### src/rtl/fir_req_pkg.sv
// Shared constants for the FIR output requantizer.
// The constants describe the default N_DEF-bit instance; the top derives the same
// quantities from its own N and uses these values whenever N matches the default.
package fir_req_pkg;

    localparam int N_DEF = 16;
    localparam int IN_W  = 2 * N_DEF;
    localparam int MID_W = IN_W + 1;
    localparam int MAX_S = (2 ** (N_DEF - 1)) - 1;
    localparam int MIN_S = -(2 ** (N_DEF - 1));

endpackage

### src/rtl/fir_output_requantizer_if.sv
// Input sample stream and output valid/ready stream of the requantizer.
// The slave modport is the requantizer's view; the master modport is the view of
// the FIR core and downstream consumer combined.
interface fir_output_requantizer_if
    import fir_req_pkg::*;
#(
    parameter int N       = N_DEF,
    parameter int SHIFT_W = 5
);
    logic               in_valid;
    logic [2*N-1:0]     in_data;
    logic [SHIFT_W-1:0] shift;
    logic               out_valid;
    logic               out_ready;
    logic [N-1:0]       out_data;

    modport master (
        output in_valid, in_data, shift, out_ready,
        input  out_valid, out_data
    );

    modport slave (
        input  in_valid, in_data, shift, out_ready,
        output out_valid, out_data
    );
endinterface

### src/rtl/req_sync_fifo.sv
// Small synchronous FIFO with combinational head read.
// The caller only pushes when there is room or a pop happens in the same cycle.
// rdata reads as zero while empty so the output bus is quiet after reset.
module req_sync_fifo #(
    parameter int DEPTH = 4,
    parameter int WIDTH = 16,
    localparam int AW   = $clog2(DEPTH)
) (
    input  logic             clk,
    input  logic             rst,
    input  logic             push,
    input  logic [WIDTH-1:0] wdata,
    input  logic             pop,
    output logic [WIDTH-1:0] rdata,
    output logic [AW:0]      level,
    output logic             full,
    output logic             empty
);
    logic [WIDTH-1:0] mem [DEPTH];
    logic [AW-1:0]    wr_ptr_q, rd_ptr_q;
    logic [AW:0]      level_q;
    logic             do_pop;

    // Status and head read.
    always_comb begin
        empty  = (level_q == '0);
        full   = (level_q == (AW + 1)'(DEPTH));
        do_pop = pop && !empty;
        level  = level_q;
        rdata  = empty ? '0 : mem[rd_ptr_q];
    end

    // Storage array; contents need no reset since reads are masked while empty.
    always_ff @(posedge clk) begin
        if (push) begin
            mem[wr_ptr_q] <= wdata;
        end
    end

    // Pointers wrap naturally because DEPTH is a power of two.
    always_ff @(posedge clk or posedge rst) begin
        if (rst) begin
            wr_ptr_q <= '0;
            rd_ptr_q <= '0;
            level_q  <= '0;
        end else begin
            if (push) begin
                wr_ptr_q <= wr_ptr_q + AW'(1);
            end
            if (do_pop) begin
                rd_ptr_q <= rd_ptr_q + AW'(1);
            end
            unique case ({push, do_pop})
                2'b10:   level_q <= level_q + (AW + 1)'(1);
                2'b01:   level_q <= level_q - (AW + 1)'(1);
                default: level_q <= level_q;
            endcase
        end
    end
endmodule

### src/rtl/fir_output_requantizer.sv
// FIR output requantizer: round-half-up arithmetic right shift, saturation to N
// bits, FIFO buffering with a valid/ready output, and sticky saturate/overflow flags.
// Optional feature macro: REQ_SAT_CNT_EN adds the saturating sat_count output.
module fir_output_requantizer
    import fir_req_pkg::*;
#(
    parameter int N       = N_DEF,
    parameter int DEPTH   = 4,
    parameter int SHIFT_W = 5
) (
    input  logic                   clk,
    input  logic                   rst,
    fir_output_requantizer_if.slave bus,
    output logic [$clog2(DEPTH):0] level,
    output logic                   sat_flag,
    output logic                   ovf_flag,
    input  logic                   clr_flags
`ifdef REQ_SAT_CNT_EN
    ,
    output logic [15:0]            sat_count
`endif
);
    // Package constants are the default-width values of these derived quantities.
    localparam int W0 = (N == N_DEF) ? IN_W : 2 * N;
    localparam int W1 = (N == N_DEF) ? MID_W : W0 + 1;
    localparam logic signed [W1-1:0] SAT_MAX = (N == N_DEF) ? W1'(MAX_S)
        : {{(W1 - N + 1){1'b0}}, {(N - 1){1'b1}}};
    localparam logic signed [W1-1:0] SAT_MIN = (N == N_DEF) ? W1'(MIN_S)
        : {{(W1 - N + 1){1'b1}}, {(N - 1){1'b0}}};

    logic signed [W1-1:0] ext, rnd, rounded;
    logic                 s1_valid_q;
    logic signed [W1-1:0] s1_data_q;
    logic                 sat_hi, sat_lo, sat;
    logic [N-1:0]         s2_data;
    logic                 pop, wr_ok, drop, sat_evt;
    logic                 fifo_full, fifo_empty;
    logic [N-1:0]         fifo_rdata;
    logic                 sat_flag_q, ovf_flag_q;

    // Stage 1 datapath: sign-extend, add half an LSB of the result, shift.
    // One extra bit keeps the rounding add from wrapping at the positive limit.
    always_comb begin
        ext     = {bus.in_data[W0-1], bus.in_data};
        rnd     = (bus.shift != '0) ? (W1'(1) << (bus.shift - SHIFT_W'(1))) : '0;
        rounded = (ext + rnd) >>> bus.shift;
    end

    // Stage 1 register; shift only matters here, so later changes cannot touch it.
    always_ff @(posedge clk or posedge rst) begin
        if (rst) begin
            s1_valid_q <= 1'b0;
            s1_data_q  <= '0;
        end else begin
            s1_valid_q <= bus.in_valid;
            if (bus.in_valid) begin
                s1_data_q <= rounded;
            end
        end
    end

    // Stage 2: clamp, and decide whether the FIFO takes the sample this cycle.
    always_comb begin
        sat_hi  = (s1_data_q > SAT_MAX);
        sat_lo  = (s1_data_q < SAT_MIN);
        sat     = sat_hi || sat_lo;
        s2_data = sat_hi ? SAT_MAX[N-1:0] : (sat_lo ? SAT_MIN[N-1:0] : s1_data_q[N-1:0]);
        pop     = !fifo_empty && bus.out_ready;
        // A pop in the same cycle frees the slot even when full.
        wr_ok   = s1_valid_q && (!fifo_full || pop);
        drop    = s1_valid_q && !wr_ok;
        // Dropped samples never count as saturated.
        sat_evt = wr_ok && sat;
    end

    req_sync_fifo #(
        .DEPTH (DEPTH),
        .WIDTH (N)
    ) u_fifo (
        .clk   (clk),
        .rst   (rst),
        .push  (wr_ok),
        .wdata (s2_data),
        .pop   (pop),
        .rdata (fifo_rdata),
        .level (level),
        .full  (fifo_full),
        .empty (fifo_empty)
    );

    // Output stream straight from the FIFO head.
    always_comb begin
        bus.out_valid = !fifo_empty;
        bus.out_data  = fifo_rdata;
    end

    // Sticky flags; a set event in the clearing cycle wins over the clear.
    always_ff @(posedge clk or posedge rst) begin
        if (rst) begin
            sat_flag_q <= 1'b0;
            ovf_flag_q <= 1'b0;
        end else begin
            if (clr_flags) begin
                sat_flag_q <= 1'b0;
                ovf_flag_q <= 1'b0;
            end
            if (sat_evt) begin
                sat_flag_q <= 1'b1;
            end
            if (drop) begin
                ovf_flag_q <= 1'b1;
            end
        end
    end

    assign sat_flag = sat_flag_q;
    assign ovf_flag = ovf_flag_q;

`ifdef REQ_SAT_CNT_EN
    logic [15:0] sat_cnt_q;

    // Saturated-sample counter; stops at all-ones, clear plus increment gives 1.
    always_ff @(posedge clk or posedge rst) begin
        if (rst) begin
            sat_cnt_q <= '0;
        end else if (clr_flags) begin
            sat_cnt_q <= sat_evt ? 16'd1 : 16'd0;
        end else if (sat_evt && (sat_cnt_q != 16'hFFFF)) begin
            sat_cnt_q <= sat_cnt_q + 16'd1;
        end
    end

    assign sat_count = sat_cnt_q;
`endif
endmodule

### src/flat_wrapper.sv
// flat-port wrapper written by rule: the top's interface ports become plain ports
module fir_output_requantizer_flat import fir_req_pkg::*;
#(
    parameter int N       = N_DEF,
    parameter int DEPTH   = 4,
    parameter int SHIFT_W = 5
)
  (clk, rst, level, sat_flag, ovf_flag, clr_flags, bus_in_valid, bus_in_data, bus_shift, bus_out_ready, bus_out_valid, bus_out_data);
  fir_output_requantizer_if #(.N(N), .SHIFT_W(SHIFT_W)) bus_i ();
  input  logic clk;
  input  logic rst;
  output logic [$clog2(DEPTH):0] level;
  output logic sat_flag;
  output logic ovf_flag;
  input  logic clr_flags;
  input wire logic [$bits(bus_i.in_valid)-1:0] bus_in_valid;
  input wire logic [$bits(bus_i.in_data)-1:0] bus_in_data;
  input wire logic [$bits(bus_i.shift)-1:0] bus_shift;
  input wire logic [$bits(bus_i.out_ready)-1:0] bus_out_ready;
  output wire logic [$bits(bus_i.out_valid)-1:0] bus_out_valid;
  output wire logic [$bits(bus_i.out_data)-1:0] bus_out_data;
  assign bus_i.in_valid = bus_in_valid;
  assign bus_i.in_data = bus_in_data;
  assign bus_i.shift = bus_shift;
  assign bus_i.out_ready = bus_out_ready;
  assign bus_out_valid = bus_i.out_valid;
  assign bus_out_data = bus_i.out_data;
  fir_output_requantizer #(.N(N), .DEPTH(DEPTH), .SHIFT_W(SHIFT_W)) u_core (.clk(clk), .rst(rst), .bus(bus_i), .level(level), .sat_flag(sat_flag), .ovf_flag(ovf_flag), .clr_flags(clr_flags));
endmodule
### config.mk
export PLATFORM = sky130hd
export DESIGN_NAME = fir_output_requantizer_flat
export DESIGN_NICKNAME = d
export VERILOG_FILES = /design/src/rtl/fir_req_pkg.sv /design/src/rtl/fir_output_requantizer_if.sv /design/src/rtl/req_sync_fifo.sv /design/src/rtl/fir_output_requantizer.sv /design/src/flat_wrapper.sv
export SDC_FILE = /design/constraint.sdc
export NUM_CORES = 1
export LEC_CHECK = 0
export CAP_MARGIN = 20
export CELL_PAD_IN_SITES_DETAIL_PLACEMENT = 1
export CELL_PAD_IN_SITES_GLOBAL_PLACEMENT = 1
export CORE_AREA = 4 4 143 145
export CTS_CLUSTER_SIZE = 14
export DETAILED_ROUTE_END_ITERATION = 8
export DIE_AREA = 0 0 147 149
export PLACE_DENSITY = 0.87
export SYNTH_ARGS = -nofsm -noshare
export SYNTH_HDL_FRONTEND = slang
export SYNTH_SLANG_ARGS = --single-unit
export TNS_END_PERCENT = 50
### constraint.sdc
create_clock -name clk -period 3.6 [get_ports clk]
set_clock_uncertainty 0.1 [all_clocks]
set_input_delay 0.72 -clock clk [delete_from_list [all_inputs] [get_ports clk]]
set_output_delay 0.72 -clock clk [all_outputs]
set_load 0.005 [all_outputs]
==> results of run 1 <==
## synthesized netlist by cell type, drive strengths merged, types with 9 or more instances
library cell  instances
a211oi               21
a21o                 13
a21oi                76
a221oi               10
a31oi                11
and2                 28
and3                 10
buf                  28
clkbuf               37
dfrtp                43
edfxtp               64
ha                   37
inv                  28
mux2                 14
mux2i                29
mux4                 29
nand2                82
nand3                16
nand4                16
nor2                130
nor3                 23
nor4                 14
o211ai               14
o21ai                52
o22ai                13
or3                   9
xnor2                13
xor2                 15
## per-layer routing
layer  overflow  GRT usage [%]
met1          4          82.45
met4        186          93.71
met2        325          100.8
met5          1          27.73
met3          8          69.95
## logic make-up after synthesis
logic type | count (synthesis) | share of synthesized area [%]
other cells | 1 | 0.04229
simple gates | 353 | 18.99
flops | 107 | 33.81
fa+ha+maj | 39 | 5.672
buf+inv | 94 | 4.431
xor+xnor | 28 | 2.766
compound gates | 275 | 21.79
mux | 72 | 12.50
## per-stage QoR
| step | setup TNS, ns | hold WS (ns) | std cells | worst slack [ns] | area, um^2 |
|---|---|---|---|---|---|
| floorplan | -13.72 | 0.3422 | 969 | -0.6545 | 9125 |
| global placement | -49.41 | 0.3655 | 1472 | -1.661 | 11460 |
| detailed placement | -52.28 | 0.3931 | 1472 | -1.756 | 11460 |
| CTS | -11.20 | 0.4123 | 1530 | -0.4508 | 13120 |
## what timing repair did
item | in CTS
setup buffers | 43
resized for setup | 237
endpoints found under the setup margin | 33
pin swaps | 86
==> results.py, run 1 <==
metrics = {
    "outcome": {
        "status": "aborted with a tool error",
        "stop_stage": "global routing (5_1_grt)",
        "error_line": "[ERROR GRT-0232] Routing congestion too high. Check the congestion heatmap in the GUI.",
    },
    "clocking": {
        "cts_max_path_buffers": 2,
        "cts_sinks": 107,
        "cts_htree_levels": 3,
        "cts_root_buf": "clkbuf_16",
        "cts_hold_buf": 0,
        "numCtsBuffers": 9,
    },
    "synthesis": {
        "ys_ff_latch": 107,
        "yosys.area.top_type": "edfxtp_1",
        "synth_area_um2": 8867,
        "synth_edf_count": 64,
        "synthesis.nets": 1050,
        "syn_area_per_cell_um2": 9.151,
        "ys.flop_type": "edfxtp_1",
        "yosys_warnings": 0,
        "synth_top_area_share_pct": 21.67,
        "synthDistinctLibCells": 89,
        "ys_seq_area_share_pct": 33.81,
        "yosys-top-cells-area": "edfxtp_1, dfrtp_1, mux4_2",
        "syn_inst": 969,
        "ys_async_sr_fraction_pct": 40.19,
    },
    "die": {
        "fp.dieW_um": 147,
        "ios": 64,
        "core.rowCount": 51,
        "start_util_pct": 46.17,
        "fp.dieH_um": 149,
    },
    "placement": {
        "port_buffers": 63,
        "gp_congestion": 0.9688,
        "dpl.hpwl_mm": 27.36,
    },
    "global_routing": {
        "grt_max_degree": 34,
        "grtUsageTotal_pct": 84.96,
        "grt.overflow.total": 524,
        "antenna_found_initial": 6,
    },
    "sta": {
        "worstEpCategory": "register input",
        "grt-worst-endpoint": "u_core.s1_data_q[7]$_DFFE_PP0P_/D",
    },
}
==> run 2: changes to the inputs <==
- CELL_PAD_IN_SITES_DETAIL_PLACEMENT: 1 -> unset
- CELL_PAD_IN_SITES_GLOBAL_PLACEMENT: 1 -> unset
- CORE_AREA: 4 4 143 145 -> 4 4 154 156
- CTS_CLUSTER_SIZE: 14 -> unset
- DIE_AREA: 0 0 147 149 -> 0 0 158 160
- PLACE_DENSITY: 0.87 -> unset
- PLACE_DENSITY_LB_ADDON: unset -> 0.15
==> results.py, run 2 <==
metrics = {
    "outcome": {
        "status": "finished with violations",
        "violations": "negative setup slack",
    },
    "setup_path": {
        "crit_path_start": "bus_shift[0]",
        "r2r_start": "u_core.u_fifo.level[0]$_DFFE_PP0P_",
        "worstReg2RegEnd": "u_core.u_fifo.level[2]$_DFFE_PP0P_",
        "worstPathRequired_ns": 3.71,
        "crit_path_end_kind": "flop",
        "reg2reg_depth": 8,
        "cp_max_fo": 4,
        "crit_type": "in2reg",
        "arrival_ns": 4.22,
        "cp-start-kind": "input port",
        "reg2reg_slack_ns": 1.20,
        "crit_end": "u_core.s1_data_q[12]$_DFFE_PP0P_",
    },
    "synthesis": {
        "synth_edf_count": 64,
        "syn_inst": 969,
        "yosys-top-cells-count": "nor2_1, nand2_1, a21oi_1",
        "syn_area_per_cell_um2": 9.151,
        "synth_area_um2": 8867,
        "synth_top_area_share_pct": 21.67,
        "ys.flop_type": "edfxtp_1",
        "ys_ff_latch": 107,
        "yosys_warnings": 0,
        "yosysMostFrequentCell": "nor2_1",
        "synthesis.nets": 1050,
        "yosys-top-cells-area": "edfxtp_1, dfrtp_1, mux4_2",
        "ys_async_sr_fraction_pct": 40.19,
        "yosys.area.top_type": "edfxtp_1",
        "ys_seq_area_share_pct": 33.81,
        "synthDistinctLibCells": 89,
    },
    "sta": {
        "fmax_mhz": 243.5,
        "fin_crit_ns": 4.107,
        "slew_headroom_pct": 40.85,
        "timing.final.hold_violations": 0,
        "tightest_slew_ns": 0.8839,
        "fin_crit_sh_pct": 114.1,
        "setup_violations": 33,
        "fin_ws_ns": -0.5069,
        "slew_viol_final": 0,
        "rsz0062_at_grt": "true",
    },
    "final_layout": {
        "diodes": 0,
        "final_cell_mix": "buf_4, nor2_1, nand2_1, edfxtp_1, clkdlybuf4s50_1",
        "regMostFlops": "u_core.u_fifo.mem",
        "drive_above_1_share_pct": 44.15,
        "largest_reg_flops": 64,
        "final_common_cell": "buf_4",
        "synthToLayoutAreaGrowth_pct": 53.63,
        "nets": 1358,
        "n_fill_cell": 1889,
        "final_cells": 1567,
    },
    "routing": {
        "via_per_inst": 5.756,
        "first_pass_iters": 5,
        "antenna_left": 0,
        "wire_per_inst_um": 20.00,
        "vias": 9020,
        "drtIter0Drc": 752,
        "post-route-drc-count": 0,
        "wirelength_mm": 31.35,
    },
    "placement": {
        "dpl.hpwl_mm": 23.93,
        "port_buffers": 63,
        "post-place-cells": 1508,
        "gp_congestion": 0.9463,
        "pre_cts_slack_ns": -1.455,
    },
    "die": {
        "fp.dieW_um": 158,
        "core_area_um2": 22370,
        "core.rowCount": 55,
        "start_util_pct": 39.65,
        "die_area_um2": 25280,
        "fp.dieH_um": 160,
        "ios": 64,
    },
    "clocking": {
        "cts_max_path_buffers": 2,
        "numCtsBuffers": 9,
        "cts_htree_levels": 3,
        "cts_hold_buf": 0,
        "cts_root_buf": "clkbuf_16",
        "cts_sinks": 107,
        "cts_tree": "built",
        "clk_latency_ns": 0.35,
        "clkTransAtPathRegs_ns": 0.07,
    },
    "global_routing": {
        "grt.overflow.total": 0,
        "grt_pass1_wl_mm": 48.87,
        "grtUsageTotal_pct": 24.48,
        "grt_pass1_vias": 8859,
        "grt_max_degree": 34,
        "antenna_found_initial": 0,
    },
    "power": {
        "peakVddDrop_uv": 376.6,
        "power.density_nw_per_um2": 376.1,
        "power.leakage_nw": 5.469,
    },
    "hold_path": {
        "worstHoldPathCells": 2,
        "hp-class": "reg2reg",
    },
    "flow_run": {
        "cap_viol_max_count": 0,
    },
}
[run 2: cell counts after synthesis]
Identical to the previous run, type by type.
[run 2: worst min-delay path by stage]
stage	from	to	slack, ns
final	u_core.s1_valid_q$_DFF_PP0_	u_core.ovf_flag$_DFFE_PP0P_	0.40
after global placement	u_core.s1_valid_q$_DFF_PP0_	u_core.ovf_flag$_DFFE_PP0P_	0.38
after detailed placement	u_core.s1_valid_q$_DFF_PP0_	u_core.ovf_flag$_DFFE_PP0P_	0.40
after global routing	u_core.s1_valid_q$_DFF_PP0_	u_core.ovf_flag$_DFFE_PP0P_	0.43
after CTS	u_core.s1_valid_q$_DFF_PP0_	u_core.ovf_flag$_DFFE_PP0P_	0.41
after floorplan	u_core.s1_valid_q$_DFF_PP0_	u_core.ovf_flag$_DFFE_PP0P_	0.34
[run 2: what timing repair did]
item                                    4_1_cts  5_1_grt
gates resized for setup                     219       89
pin swaps                                    84       55
gates cloned                                  2        0
endpoints found under the setup margin       33       33
buffers inserted                             23       21
[run 2: power by group]
group / switching [mW] / leakage [nW] / total (mW) / internal, mW
Clock: 0.428 / 0.153 / 1.04 / 0.608
Sequential: 0.118 / 1.09 / 1.72 / 1.60
Combinational: 1.11 / 4.22 / 2.37 / 1.25
[run 2: worst max-delay path, cell delays in order]
cell and delay [ns]:
buf_8 0.11, buf_12 0.14, buf_12 0.13, nand2_8 0.07, nor2_4 0.05, ha_4 0.16
fa_2 0.39, a211oi_4 0.31, o211ai_1 0.22, buf_4 0.22, a211o_1 0.31, mux2i_2 0.19
nor2_2 0.09, mux4_2 0.52, a32o_2 0.31, mux2i_2 0.19, a211oi_2 0.10
[run 2: logic make-up after synthesis]
family          share of synthesized area (%)
other cells                           0.04229
mux                                     12.50
compound gates                          21.79
simple gates                            18.99
buf+inv                                 4.431
flops                                   33.81
fa+ha+maj                               5.672
xor+xnor                                2.766
[run 2: layout make-up]
| type | instances | area, um^2 | share of cell area, % |
|---|---|---|---|
| repair buffers | 362 | 3064 | 22.49 |
| flip-flops and latches | 107 | 2998 | 22.01 |
| well taps | 285 | 356.6 | 2.618 |
| clock inverters | 7 | 91.34 | 0.6705 |
| inverters | 29 | 118.9 | 0.8725 |
| multi-input cells | 768 | 6769 | 49.69 |
| clock buffers | 9 | 225.2 | 1.653 |
[run 2: per-layer routing]
| layer | up-vias | track usage, % | part of all wire (%) |
|---|---|---|---|
| met5 | - | 0 | 0 |
| met4 | 0 | 6.320 | 2.8 |
| met3 | 57 | 3.008 | 4.9 |
| met2 | 299 | 40.03 | 48 |
| met1 | 4381 | 34.46 | 44 |
| li1 | 4283 | - | - |
[run 2: per-stage QoR]
step                instance area, um^2  utilization [%]  hold slack, ns  power, mW  setup TNS [ns]
floorplan                          9125                -          0.3422      2.915          -13.72
detailed placement                11620            51.95          0.3976      3.892          -44.71
CTS                               13010            58.16          0.4138      5.078          -10.90
global placement                  11620            51.95          0.3759      3.872          -44.22
global route                      13620            60.91          0.4325      5.431          -15.68
finish                            13620            60.91          0.3995      5.124          -12.19
No activity file was read; power rests on OpenSTA's default activity.
==> run 3: changes to the inputs <==
- CORE_AREA: 4 4 154 156 -> 4 4 146 148
- DIE_AREA: 0 0 158 160 -> 0 0 150 152
- HOLD_SLACK_MARGIN: unset -> 0.02
- SKIP_LAST_GASP: unset -> 1
==> results.py, run 3 (same netlist as run 2, synthesis figures left out) <==
metrics = {
    "die": {
        "ios": 64,
        "fp.dieH_um": 152,
        "fp.dieW_um": 150,
        "core.rowCount": 52,
        "die_area_um2": 22800,
        "core_area_um2": 20040,
        "start_util_pct": 44.25,
    },
    "sta": {
        "fin_crit_ns": 4.149,
        "hold_ws_ns": 0.3932,
        "timing.final.hold_violations": 0,
        "slew_headroom_pct": 36.68,
        "fin_ws_ns": -0.5488,
        "fin_crit_sh_pct": 115.2,
        "tightest_slew_ns": 0.9462,
        "rsz0062_at_grt": "true",
        "setup_violations": 33,
        "slew_viol_final": 0,
        "fmax_mhz": 241.0,
    },
    "setup_path": {
        "arrival_ns": 4.28,
        "path_buf_inv": 3,
        "crit_type": "in2reg",
        "cp_max_fo": 7,
        "worstPathRequired_ns": 3.73,
        "slowest_delay_ns": 0.51,
        "crit_path_top_delay_cell": "mux4_2",
        "critical_path.top_delay_family": "compound AO/OA/AOI/OAI gates",
        "crit_path_end_kind": "flop",
        "cp_cell_sequence": "buf_12 -> nor2_4 -> buf_6 -> nand2_4 -> nor2_2 -> ha_2 -> fa_2 -> a211oi_4 -> buf_4 -> o21ai_4 -> a221oi_2 -> o221ai_1 -> xor2_1 -> mux4_2 -> mux2i_2 -> nor2_2 -> a21o_1 -> a221o_1",
        "cp-start-kind": "input port",
        "cp_common_cell": "nor2_2",
    },
    "routing": {
        "via_per_inst": 5.900,
        "wire_per_inst_um": 20.59,
        "drtIter0Drc": 829,
        "vias": 9339,
        "antenna_left": 0,
        "post-route-drc-count": 0,
        "first_pass_iters": 5,
        "wirelength_mm": 32.59,
    },
    "power": {
        "peakVddDrop_uv": 357.0,
        "power.leakage_nw": 5.565,
        "power.density_nw_per_um2": 372.2,
        "p_total_mw": 5.071,
    },
    "final_layout": {
        "final_common_cell": "buf_4",
        "finalInstanceArea_um2": 13620,
        "n_fill_cell": 1576,
        "drive_above_1_share_pct": 44.33,
        "regMostFlops": "u_core.u_fifo.mem",
        "final_util_pct": 67.99,
        "multiInputGateArea_um2": 6608,
        "nets": 1389,
        "diodes": 0,
        "seqCellArea_um2": 2998,
        "final_cells": 1583,
        "largest_reg_flops": 64,
        "synthToLayoutAreaGrowth_pct": 53.65,
        "final_cell_mix": "buf_4, nor2_1, nand2_1, edfxtp_1, clkdlybuf4s50_1",
    },
    "global_routing": {
        "grt.overflow.total": 0,
        "grt_max_degree": 44,
        "groute.layer.met3.usage_pct": 4.558,
        "use_met1_pct": 37.03,
        "grtUsageTotal_pct": 27.53,
        "grt.busiest_layer": "met2",
        "grt_pass1_wl_mm": 49.75,
        "antenna_found_initial": 0,
        "grt_use_met2_pct": 45.13,
        "grt_pass1_vias": 9153,
    },
    "clocking": {
        "clkTransAtPathRegs_ns": 0.07,
        "clk_latency_ns": 0.35,
        "cts_tree": "built",
        "cts_htree_levels": 3,
        "cts_sinks": 107,
        "cts_hold_buf": 0,
        "cts_root_buf": "clkbuf_16",
        "numCtsBuffers": 9,
        "cts_max_path_buffers": 2,
    },
    "hold_path": {
        "hp-class": "reg2reg",
    },
    "placement": {
        "gp_congestion": 0.9480,
        "dpl.hpwl_mm": 23.65,
        "post-place-cells": 1494,
        "dpl-instance-area_um2": 11570,
        "port_buffers": 63,
    },
    "outcome": {
        "violations": "negative setup slack",
        "status": "finished with violations",
    },
    "flow_run": {
        "cap_viol_max_count": 0,
    },
}
run 3: final timing paths:
path | start | end | slack, ns | cells past startpoint
hold reg to reg | u_core.s1_valid_q$_DFF_PP0_ | u_core.ovf_flag$_DFFE_PP0P_ | 0.39 | 2
max in group asynchronous | rst | u_core.s1_data_q[25]$_DFFE_PP0P_ | 2.27 | 3
setup reg to reg | u_core.u_fifo.level[0]$_DFFE_PP0P_ | u_core.u_fifo.level[2]$_DFFE_PP0P_ | 1.14 | 8
setup / recovery | bus_shift[2] | u_core.s1_data_q[11]$_DFFE_PP0P_ | -0.55 | 18
min in group asynchronous | rst | u_core.u_fifo.level[0]$_DFFE_PP0P_ | 0.71 | 3
hold / removal | u_core.s1_valid_q$_DFF_PP0_ | u_core.ovf_flag$_DFFE_PP0P_ | 0.39 | 2
run 3: tightest hold or removal path, stage by stage (launching register included):
cell and delay, ns:
dfrtp_1 0.35, nand2_1 0.05, o21ai_0 0.06
run 3: area by class of cell:
| type | instances | share of cell area (%) |
|---|---|---|
| sequential | 107 | 22.00 |
| inverter | 29 | 0.9459 |
| multi-input combinational | 768 | 48.50 |
| timing repair buffer | 393 | 23.98 |
| tap | 270 | 2.480 |
| clock inverter | 6 | 0.4133 |
| clock buffer | 10 | 1.681 |
run 3: timing repair:
item | in CTS | in global routing
endpoints found under the hold margin | 0 | 0
setup buffers | 65 | 17
pin swaps | 83 | 77
cloned | 1 | 0
setup endpoints to repair | 33 | 33
resized for setup | 184 | 98
run 3: metrics by stage:
| step | TNS [ns] | setup slack, ns |
|---|---|---|
| finish | -11.99 | -0.5488 |
| global placement | -45.02 | -1.456 |
| global route | -15.18 | -0.6079 |
| detailed placement | -46.12 | -1.512 |
| floorplan | -13.72 | -0.6545 |
| CTS | -11.07 | -0.4268 |
run 3: metal layers:
layer | vias up | wire (um)
met1 | 4505 | 13950
met5 | - | 0
met2 | 393 | 15610
met3 | 80 | 1900
met4 | 0 | 1137
li1 | 4361 | -
run 3: report_power, final:
group          total [mW]  switching [mW]  internal, mW
clock               0.958           0.473         0.485
combinational        2.39            1.13          1.26
sequential           1.73           0.122          1.60
total                5.07            1.73          3.35
==> run 4: changes to the inputs <==
- GPL_TIMING_DRIVEN: unset -> 0
==> results.py, run 4 (same netlist as run 2, synthesis figures left out) <==
metrics = {
    "hold_path": {
        "hold_start": "u_core.s1_valid_q$_DFF_PP0_",
        "hp-class": "reg2reg",
    },
    "sta": {
        "fmax_mhz": 228.7,
        "timing.final.hold_violations": 0,
        "fin_crit_sh_pct": 121.5,
        "hold_ws_ns": 0.3906,
        "slew_headroom_pct": 41.06,
        "slew_viol_final": 0,
        "tightest_slew_ns": 0.8841,
        "finalSetupTns_ns": -20.72,
        "setup_violations": 41,
        "fin_ws_ns": -0.7725,
        "fin_crit_ns": 4.372,
        "rsz0062_at_grt": "true",
    },
    "final_layout": {
        "final_cells": 1394,
        "diodes": 0,
        "nets": 1200,
        "synthToLayoutAreaGrowth_pct": 37.11,
        "final_cell_mix": "nor2_1, buf_4, nand2_1",
        "largest_reg_flops": 64,
        "final_common_cell": "nor2_1",
        "drive_above_1_share_pct": 31.94,
        "regMostFlops": "u_core.u_fifo.mem",
    },
    "routing": {
        "antenna_left": 0,
        "via_per_inst": 6.177,
        "vias": 8611,
        "wirelength_mm": 30.80,
        "wire_per_inst_um": 22.09,
        "drtIter0Drc": 708,
        "post-route-drc-count": 0,
        "first_pass_iters": 7,
    },
    "placement": {
        "gp_congestion": 0.9901,
        "dpl.hpwl_mm": 22.34,
        "post-place-cells": 1299,
        "port_buffers": 59,
    },
    "clocking": {
        "clk_latency_ns": 0.35,
        "cts_sinks": 107,
        "cts_htree_levels": 3,
        "clkTransAtPathRegs_ns": 0.08,
        "cts_hold_buf": 0,
        "numCtsBuffers": 9,
        "cts_max_path_buffers": 2,
        "cts_root_buf": "clkbuf_16",
        "cts_tree": "built",
    },
    "die": {
        "fp.dieW_um": 150,
        "core.rowCount": 52,
        "die_area_um2": 22800,
        "ios": 64,
        "fp.dieH_um": 152,
        "core_area_um2": 20040,
        "start_util_pct": 44.25,
    },
    "setup_path": {
        "cp_max_fo": 7,
        "crit_type": "in2reg",
        "arrival_ns": 4.52,
        "worstPathRequired_ns": 3.74,
        "crit_path_start": "bus_shift[2]",
        "r2r_start": "u_core.u_fifo.level[0]$_DFFE_PP0P_",
        "reg2reg_slack_ns": 1.12,
        "crit_path_end_kind": "flop",
        "cp-start-kind": "input port",
    },
    "global_routing": {
        "grt_pass1_vias": 8151,
        "antenna_found_initial": 0,
        "grt_max_degree": 35,
        "grt.overflow.total": 0,
        "grt_pass1_wl_mm": 46.90,
        "grtUsageTotal_pct": 26.18,
    },
    "power": {
        "p_total_mw": 4.875,
        "power.density_nw_per_um2": 401.0,
        "power.leakage_nw": 4.634,
        "peakVddDrop_uv": 262.9,
    },
    "flow_run": {
        "cap_viol_max_count": 0,
    },
    "outcome": {
        "violations": "negative setup slack",
        "status": "finished with violations",
    },
}
run 4: changes by cell type in the layout (fill, tap and decap cells not counted), sizes merged:
cell           before  now
buf               335  109
clkinv              5    2
clkinvlp            1    2
clkdlybuf4s50      57   58
dlymetal6s2s        1    0
clkbuf             10   49
run 4: worst paths after layout:
check,end,depth (start not counted)
setup / recovery,u_core.s1_data_q[15]$_DFFE_PP0P_,21
hold / removal,u_core.ovf_flag$_DFFE_PP0P_,2
setup reg to reg,u_core.u_fifo.level[2]$_DFFE_PP0P_,9
hold reg to reg,u_core.ovf_flag$_DFFE_PP0P_,2
max in group asynchronous,u_core.u_fifo.rd_ptr_q[1]$_DFFE_PP0P_,3
min in group asynchronous,u_core.s1_data_q[18]$_DFFE_PP0P_,2
run 4: layout make-up:
class	instances	area [um^2]
clock inverter	4	36.28
tap	270	337.8
sequential	107	2998
timing repair buffer	140	1240
inverter	29	127.6
buffer	64	665.6
fill	1756	7881
clock buffer	12	246.5
multi-input combinational	768	6506
run 4: through the flow:
step | worst slack, ns | utilization, % | cell area [um^2]
2_1_floorplan | -0.6545 | - | 9125
6_report | -0.7725 | 60.67 | 12160
4_1_cts | -0.6913 | 58.45 | 11710
3_5_place_dp | -2.446 | 50.27 | 10070
3_3_place_gp | -2.482 | 50.17 | 10050
5_1_grt | -0.8313 | 60.67 | 12160
run 4: repair_timing:
action,in CTS,in global routing
buffers inserted,64,16
setup endpoints to repair,41,41
endpoints found under the hold margin,0,0
pin swaps,57,24
resized for setup,182,77
run 4: worst max-delay path, cell delays in order:
cell and delay [ns]:
clkbuf_16 0.14, clkbuf_16 0.15, nor2_4 0.16, buf_12 0.14
nand2_8 0.07, nor3_4 0.26, ha_4 0.25, buf_6 0.12
nand4_1 0.12, buf_4 0.15, nor3_4 0.05, a221oi_2 0.25
buf_4 0.18, and3_4 0.20, a311oi_4 0.05, mux2_4 0.29
a222oi_1 0.58, a2bb2oi_4 0.19, buf_6 0.13, nor2_2 0.04
a211o_1 0.27
run 4: metal layers:
layer  routed length [um]  track usage (%)  up-vias
met1                12900            36.16     4184
met2                14460            41.46      377
met5                    0                0        -
li1                     -                -     3966
met3                 2032            3.932       84
met4                 1401            10.11        0
run 4: power breakdown:
part | leakage, nW | internal (mW) | total, mW | switching (mW)
Clock | 0.135 | 0.498 | 0.952 | 0.454
Combinational | 3.40 | 1.11 | 2.20 | 1.09
Sequential | 1.09 | 1.61 | 1.73 | 0.117
